**config.mk**
```make
export PLATFORM = sky130hd
export DESIGN_NAME = matrix_scan
export DESIGN_NICKNAME = d
export VERILOG_FILES = /design/src/rtl/matrix_scan.sv
export SDC_FILE = /design/constraint.sdc
export NUM_CORES = 1
export LEC_CHECK = 0
export CAP_MARGIN = 15
export CORE_ASPECT_RATIO = 1.5
export CORE_UTILIZATION = 55
export CTS_BUF_LIST = sky130_fd_sc_hd__clkbuf_8 sky130_fd_sc_hd__clkbuf_16
export DETAILED_ROUTE_END_ITERATION = 8
export PLACE_DENSITY = 0.85
export RECOVER_POWER = 50
export SKIP_LAST_GASP = 1
export SLEW_MARGIN = 10
export SYNTH_ARGS = -nofsm -noshare
export SYNTH_HDL_FRONTEND = slang
export SYNTH_SLANG_ARGS = --single-unit
```
**constraint.sdc**
```tcl
create_clock -name CLK_50M -period 5.33 [get_ports CLK_50M]
set_input_delay 1.066 -clock CLK_50M [delete_from_list [all_inputs] [get_ports CLK_50M]]
set_output_delay 1.066 -clock CLK_50M [all_outputs]
set_load 0.05 [all_outputs]
```
**src/rtl/matrix_scan.sv**
```systemverilog
// -----------------------------------------------------------------------------
// matrix_scan
//   Column-multiplexed scan driver for a 4-column x 8-row RGB LED matrix.
//   The FSM alternates a blanking window and a drive window per column. All
//   four colour columns are snapshotted once per frame so that game-control
//   updates never tear a frame on the display.
//
//   Optional feature: define MATRIX_SCAN_PWM_EN to add a 2-bit brightness
//   input. It is sampled with the frame snapshot, and it gates the rows to the
//   first (b+1) quarters of each drive window.
//
// Parameters
//   SCAN_DIV   drive window length in clocks (multiple of 4, >= 8)
//   BLANK_CYC  blanking length in clocks before each column (>= 1)
//
// Ports
//   CLK_50M              in   system clock, rising edge
//   RST_N                in   asynchronous active-low reset
//   brightness[1:0]      in   PWM level (only with MATRIX_SCAN_PWM_EN)
//   column_0..column_3   in   24-bit colour columns, row k = bits [3k+2:3k] = {R,G,B}
//   col_sel[3:0]         out  active-low one-hot column enable
//   row_r/row_g/row_b    out  active-high row drives, bit k = row k
//   frame_start          out  one-cycle pulse on the snapshot cycle
// -----------------------------------------------------------------------------
module matrix_scan #(
    parameter int unsigned SCAN_DIV  = 12500,
    parameter int unsigned BLANK_CYC = 50
) (
    input  logic        CLK_50M,
    input  logic        RST_N,
`ifdef MATRIX_SCAN_PWM_EN
    input  logic [1:0]  brightness,
`endif
    input  logic [23:0] column_0,
    input  logic [23:0] column_1,
    input  logic [23:0] column_2,
    input  logic [23:0] column_3,
    output logic [3:0]  col_sel,
    output logic [7:0]  row_r,
    output logic [7:0]  row_g,
    output logic [7:0]  row_b,
    output logic        frame_start
);

    // One counter serves both windows, so size it for the longer one.
    localparam int unsigned CNT_MAX = (SCAN_DIV > BLANK_CYC) ? SCAN_DIV : BLANK_CYC;
    localparam int unsigned CNT_W   = $clog2(CNT_MAX);
    localparam int unsigned SNAP_W  = 96;

    localparam logic [CNT_W-1:0] BLANK_LAST = CNT_W'(BLANK_CYC - 1);
    localparam logic [CNT_W-1:0] DRIVE_LAST = CNT_W'(SCAN_DIV - 1);

    typedef enum logic {
        ST_BLANK = 1'b0,
        ST_DRIVE = 1'b1
    } state_t;

    // Current-cycle state: each clock edge executes the cycle described by
    // these registers and loads the outputs for it.
    state_t              state_q, state_d;
    logic [CNT_W-1:0]    cnt_q,   cnt_d;
    logic [1:0]          idx_q,   idx_d;
    logic [SNAP_W-1:0]   snap_q,  snap_d;

    logic [3:0]          col_sel_d;
    logic [7:0]          row_r_d, row_g_d, row_b_d;
    logic                frame_start_d;

    logic                capture;
    logic [23:0]         col_data;
    logic [7:0]          col_r, col_g, col_b;
    logic                rows_en;

`ifdef MATRIX_SCAN_PWM_EN
    localparam int unsigned QUARTER = SCAN_DIV / 4;

    logic [1:0]          bright_q, bright_d;
    logic [CNT_W:0]      pwm_limit;
`endif

    // Frame snapshot happens on the first blank cycle of column 0.
    assign capture = (state_q == ST_BLANK) && (cnt_q == '0) && (idx_q == 2'd0);

    // Select the snapshot column currently being scanned.
    always_comb begin
        col_data = snap_q[23:0];
        case (idx_q)
            2'd0:    col_data = snap_q[23:0];
            2'd1:    col_data = snap_q[47:24];
            2'd2:    col_data = snap_q[71:48];
            2'd3:    col_data = snap_q[95:72];
            default: col_data = snap_q[23:0];
        endcase
    end

    // Unpack {R,G,B} triplets into per-colour row vectors.
    always_comb begin
        col_r = '0;
        col_g = '0;
        col_b = '0;
        for (int k = 0; k < 8; k++) begin
            col_r[k] = col_data[3*k + 2];
            col_g[k] = col_data[3*k + 1];
            col_b[k] = col_data[3*k];
        end
    end

`ifdef MATRIX_SCAN_PWM_EN
    // Rows lit for (b+1) quarters of the drive window; one extra bit so a
    // full-window limit equal to SCAN_DIV does not overflow.
    assign pwm_limit = (CNT_W+1)'((32'(bright_q) + 32'd1) * 32'(QUARTER));
    assign rows_en   = ({1'b0, cnt_q} < pwm_limit);
`else
    assign rows_en   = 1'b1;
`endif

    // Next-state and next-output logic.
    always_comb begin
        state_d       = state_q;
        cnt_d         = cnt_q + CNT_W'(1);
        idx_d         = idx_q;
        snap_d        = snap_q;
        col_sel_d     = 4'b1111;
        row_r_d       = '0;
        row_g_d       = '0;
        row_b_d       = '0;
        frame_start_d = 1'b0;
`ifdef MATRIX_SCAN_PWM_EN
        bright_d      = bright_q;
`endif

        case (state_q)
            ST_BLANK: begin
                if (capture) begin
                    snap_d        = {column_3, column_2, column_1, column_0};
                    frame_start_d = 1'b1;
`ifdef MATRIX_SCAN_PWM_EN
                    bright_d      = brightness;
`endif
                end
                if (cnt_q == BLANK_LAST) begin
                    state_d = ST_DRIVE;
                    cnt_d   = '0;
                end
            end

            ST_DRIVE: begin
                col_sel_d = ~(4'b0001 << idx_q);
                if (rows_en) begin
                    row_r_d = col_r;
                    row_g_d = col_g;
                    row_b_d = col_b;
                end
                if (cnt_q == DRIVE_LAST) begin
                    state_d = ST_BLANK;
                    cnt_d   = '0;
                    idx_d   = idx_q + 2'd1;
                end
            end

            default: begin
                state_d = ST_BLANK;
                cnt_d   = '0;
                idx_d   = 2'd0;
            end
        endcase
    end

    // State and output registers; reset blanks the matrix immediately.
    always_ff @(posedge CLK_50M or negedge RST_N) begin
        if (!RST_N) begin
            state_q     <= ST_BLANK;
            cnt_q       <= '0;
            idx_q       <= 2'd0;
            snap_q      <= '0;
            col_sel     <= 4'b1111;
            row_r       <= '0;
            row_g       <= '0;
            row_b       <= '0;
            frame_start <= 1'b0;
        end else begin
            state_q     <= state_d;
            cnt_q       <= cnt_d;
            idx_q       <= idx_d;
            snap_q      <= snap_d;
            col_sel     <= col_sel_d;
            row_r       <= row_r_d;
            row_g       <= row_g_d;
            row_b       <= row_b_d;
            frame_start <= frame_start_d;
        end
    end

`ifdef MATRIX_SCAN_PWM_EN
    always_ff @(posedge CLK_50M or negedge RST_N) begin
        if (!RST_N) begin
            bright_q <= 2'd0;
        end else begin
            bright_q <= bright_d;
        end
    end
`endif

endmodule
```
==> reports/qor.yml <==
run_status:
  status: "complete, but fails checks"
  violations: "max-capacitance violations, max-slew violations"
critical_path:
  critical_path.startpoint_type: "register"
  critPathArrivalTime_ns: 4.03
  required_ns: 5.64
  path_class: "register to register"
  crit_fanout: 97
  r2r_cells: 7
  worst_setup_path_end_kind: "register"
grt:
  grtUsageTotal: 0.284
  overflow: 0
  antenna_found_initial: 0
  grt_pass1_vias: 5024
  grt_start_max_net_pins: 104
  grt_pass1_wl_um: 23900
drt:
  wl_um: 14800
  via_per_inst: 5.44
  drcViolationCount: 0
  dr_total_vias: 4970
  ant_nets: 0
  wire_per_inst_um: 16.2
  drt_first_iter_violations: 569
  dr.pass1.iters: 7
clock_tree:
  ctsResizeCount: 0
  hold_buffers: 0
  cts_tree: "done"
  clockBufferDepth: 2
  cts_root_buf: "clkbuf_16"
  htreeDepth: 4
  cts_setup_buffers: 0
  clk_latency_ns: 0.43
  cts_buffers: 17
  cts.sinks: 142
  path_clk_slew_ns: 0.06
job:
  cap_violations: 1
timing:
  max_freq_mhz: 269
  timing.final.crit_period_ns: 3.72
  finalCritPeriodShare: 0.698
  finalMaxSlewViolations: 104
  holdWs_ns: 0.467
  setup_viol: 0
  rsz0062_at_grt: "no"
  tightest_slew_ns: 2.46
  finalHoldViolations: 0
  fin_tns_setup_ns: 0
  slew_headroom: -0.639
  finClkSkew_ns: 0.00567
power_and_ir_drop:
  ir_drop_mv: 0.249
  p_leak_uw: 0.00378
  power_per_cell_area_nw_per_um2: 322
  p_seq_frac: 0.447
  switching_share: 0.205
  power.internal_uw: 2020
  combPwrFrac: 0.053
  net-switching-power_uw: 522
  clkPwrFrac: 0.499
cells_and_area:
  postLayoutCoreUtil: 0.746
  drive_above_1_share: 0.0572
  fin_nets: 863
  design_area_sq_um: 7910
  syn2layout_area_growth_pct: 31.9
  num_antenna_cells: 0
  n_fill_cell: 738
  fin_cells: 913
synthesis:
  syn_nets: 754
  synth_compound_area_frac: 0.0632
  synth_top_family_by_area: "simple AND/OR/NAND/NOR gates"
  synth_mux_area_frac: 0.00188
  synth_xor_area_frac: 0.0190
  ys.flop_type: "dfrtp_1"
  synth_area_sq_um: 5990
  synth_edf_count: 0
  synth.avg_cell_area_sq_um: 9.27
  ys_ff_latch: 142
  synth-async-reset-ratio: 1.00
  synthAdderAreaFrac: 0.0188
  yosysSeqAreaShare: 0.594
  yosys.area_share.simple: 0.265
  syn_inst: 647
  synthDistinctLibCells: 31
  ys_warn_count: 0
floorplanning:
  die_w_um: 87.2
  start_util: 0.566
  fp.dieH_um: 130
  floorplan.io_pins: 127
  num_rows: 46
  die-area_sq_um: 11300
  core_area_sq_um: 10600
place:
  placedCellCount: 881
  place_area_sq_um: 7270
  globalplace.congestion: 0.862
  hpwlAfterDp_um: 9540
  port_buffers: 126
min_path:
  hold_path_class: "register to register"
  whs_path_depth: 2
## power by group through the flow
| stage | registers [uW] | clock network [uW] | logic (uW) |
|---|---|---|---|
| floorplan | 1150 | 0 | 31.1 |
| CTS | 1140 | 1280 | 139 |
| global route | 1140 | 1320 | 152 |
| finish | 1140 | 1270 | 136 |
| global placement | 1150 | 0 | 133 |
| detailed placement | 1150 | 0 | 136 |
## cell usage in the layout, fill, tap and decap left out, drive strengths merged, types with 2 or more instances in the layout
cell type	Yosys	layout
clkdlybuf4s50	0	125
a222oi	24	24
nand3	5	5
xor2	7	7
buf	18	3
nor2	12	12
and2	24	24
clkinv	0	6
dfrtp	138	138
nor4	3	3
xnor2	6	6
o21ai	26	26
nand2	321	321
nor3	4	4
nand4	6	6
bufinv	0	4
and3	2	2
inv	7	8
ha	9	9
clkbuf	22	23
dfstp	4	4
## state kept, by name (all words and copies together), names as in the netlist
register and count:
snap_q 96, cnt_q 14, row_b 8, row_g 8, row_r 8, col_sel 4
idx_q 2, frame_start 1, state_q 1
## critical path, cell delays in order (launching register included)
cell,delay [ns]
dfrtp_1,0.87
nor4_2,0.10
nand4_4,0.12
buf_4,0.71
clkinv_2,1.06
buf_4,0.53
nand2_1,0.09
nand2_1,0.06
## stage by stage
step	power (uW)	worst slack [ns]
after floorplan	1180	3.57
after global placement	1280	2.13
after detailed placement	1290	1.96
after CTS	2550	1.95
after global routing	2620	1.25
final	2540	1.61
## synth_stat cells, drive strengths merged (3+ instances only)
| master | number | share of area |
|---|---|---|
| o21ai | 26 | 0.022 |
| a222oi | 24 | 0.040 |
| and2 | 24 | 0.025 |
| buf | 18 | 0.020 |
| nor2 | 12 | 0.0075 |
| xor2 | 7 | 0.010 |
| inv | 7 | 0.0044 |
| xnor2 | 6 | 0.0088 |
| nor3 | 4 | 0.0033 |
| ha | 9 | 0.019 |
| nand4 | 6 | 0.0073 |
| nand3 | 5 | 0.0042 |
| clkbuf | 22 | 0.014 |
| dfrtp | 138 | 0.58 |
| nor4 | 3 | 0.0052 |
| dfstp | 4 | 0.018 |
| nand2 | 321 | 0.20 |
## layout make-up
cell class                      instances  area (sq um)  share of cell area
Multi-Input combinational cell        458          2210               0.280
Timing Repair Buffer                  130          1280               0.162
Clock inverter                         11           164              0.0207
Clock buffer                           21           480              0.0608
Inverter                                7          27.5             0.00348
Sequential cell                       142          3560               0.450
Tap cell                              144           180              0.0228
## layer usage
metal	GRT usage	vias to the layer above	wire length [um]	share of wire
met5	0	-	0	0
met4	0.149	0	614	0.041
met3	0.0753	54	896	0.060
met2	0.481	229	7740	0.52
met1	0.328	2384	5570	0.38
li1	-	2303	-	-
## worst paths after layout
| path | from | endpoint | slack [ns] |
|---|---|---|---|
| worst max-delay path | state_q | snap_q[18] | 1.61 |
| worst min-delay path | snap_q[4] | snap_q[4] | 0.47 |
| worst max register to register | state_q | snap_q[18] | 1.61 |
| worst min register to register | snap_q[4] | snap_q[4] | 0.47 |
| max in group asynchronous | RST_N | snap_q[28] | 1.88 |
| min in group asynchronous | RST_N | row_b[6] | 1.39 |
## cell families (layout without fill, tap and decap cells)
kind of cell	Yosys count	count (layout)
AOI/OAI and AO/OA	51	51
and+or+nand+nor	384	384
DFF	142	142
muxes	1	1
xor gates and xnor gates	13	13
buffers and inverters	47	169
adders and majority gates	9	9
No activity file was read; power rests on OpenSTA's default activity.
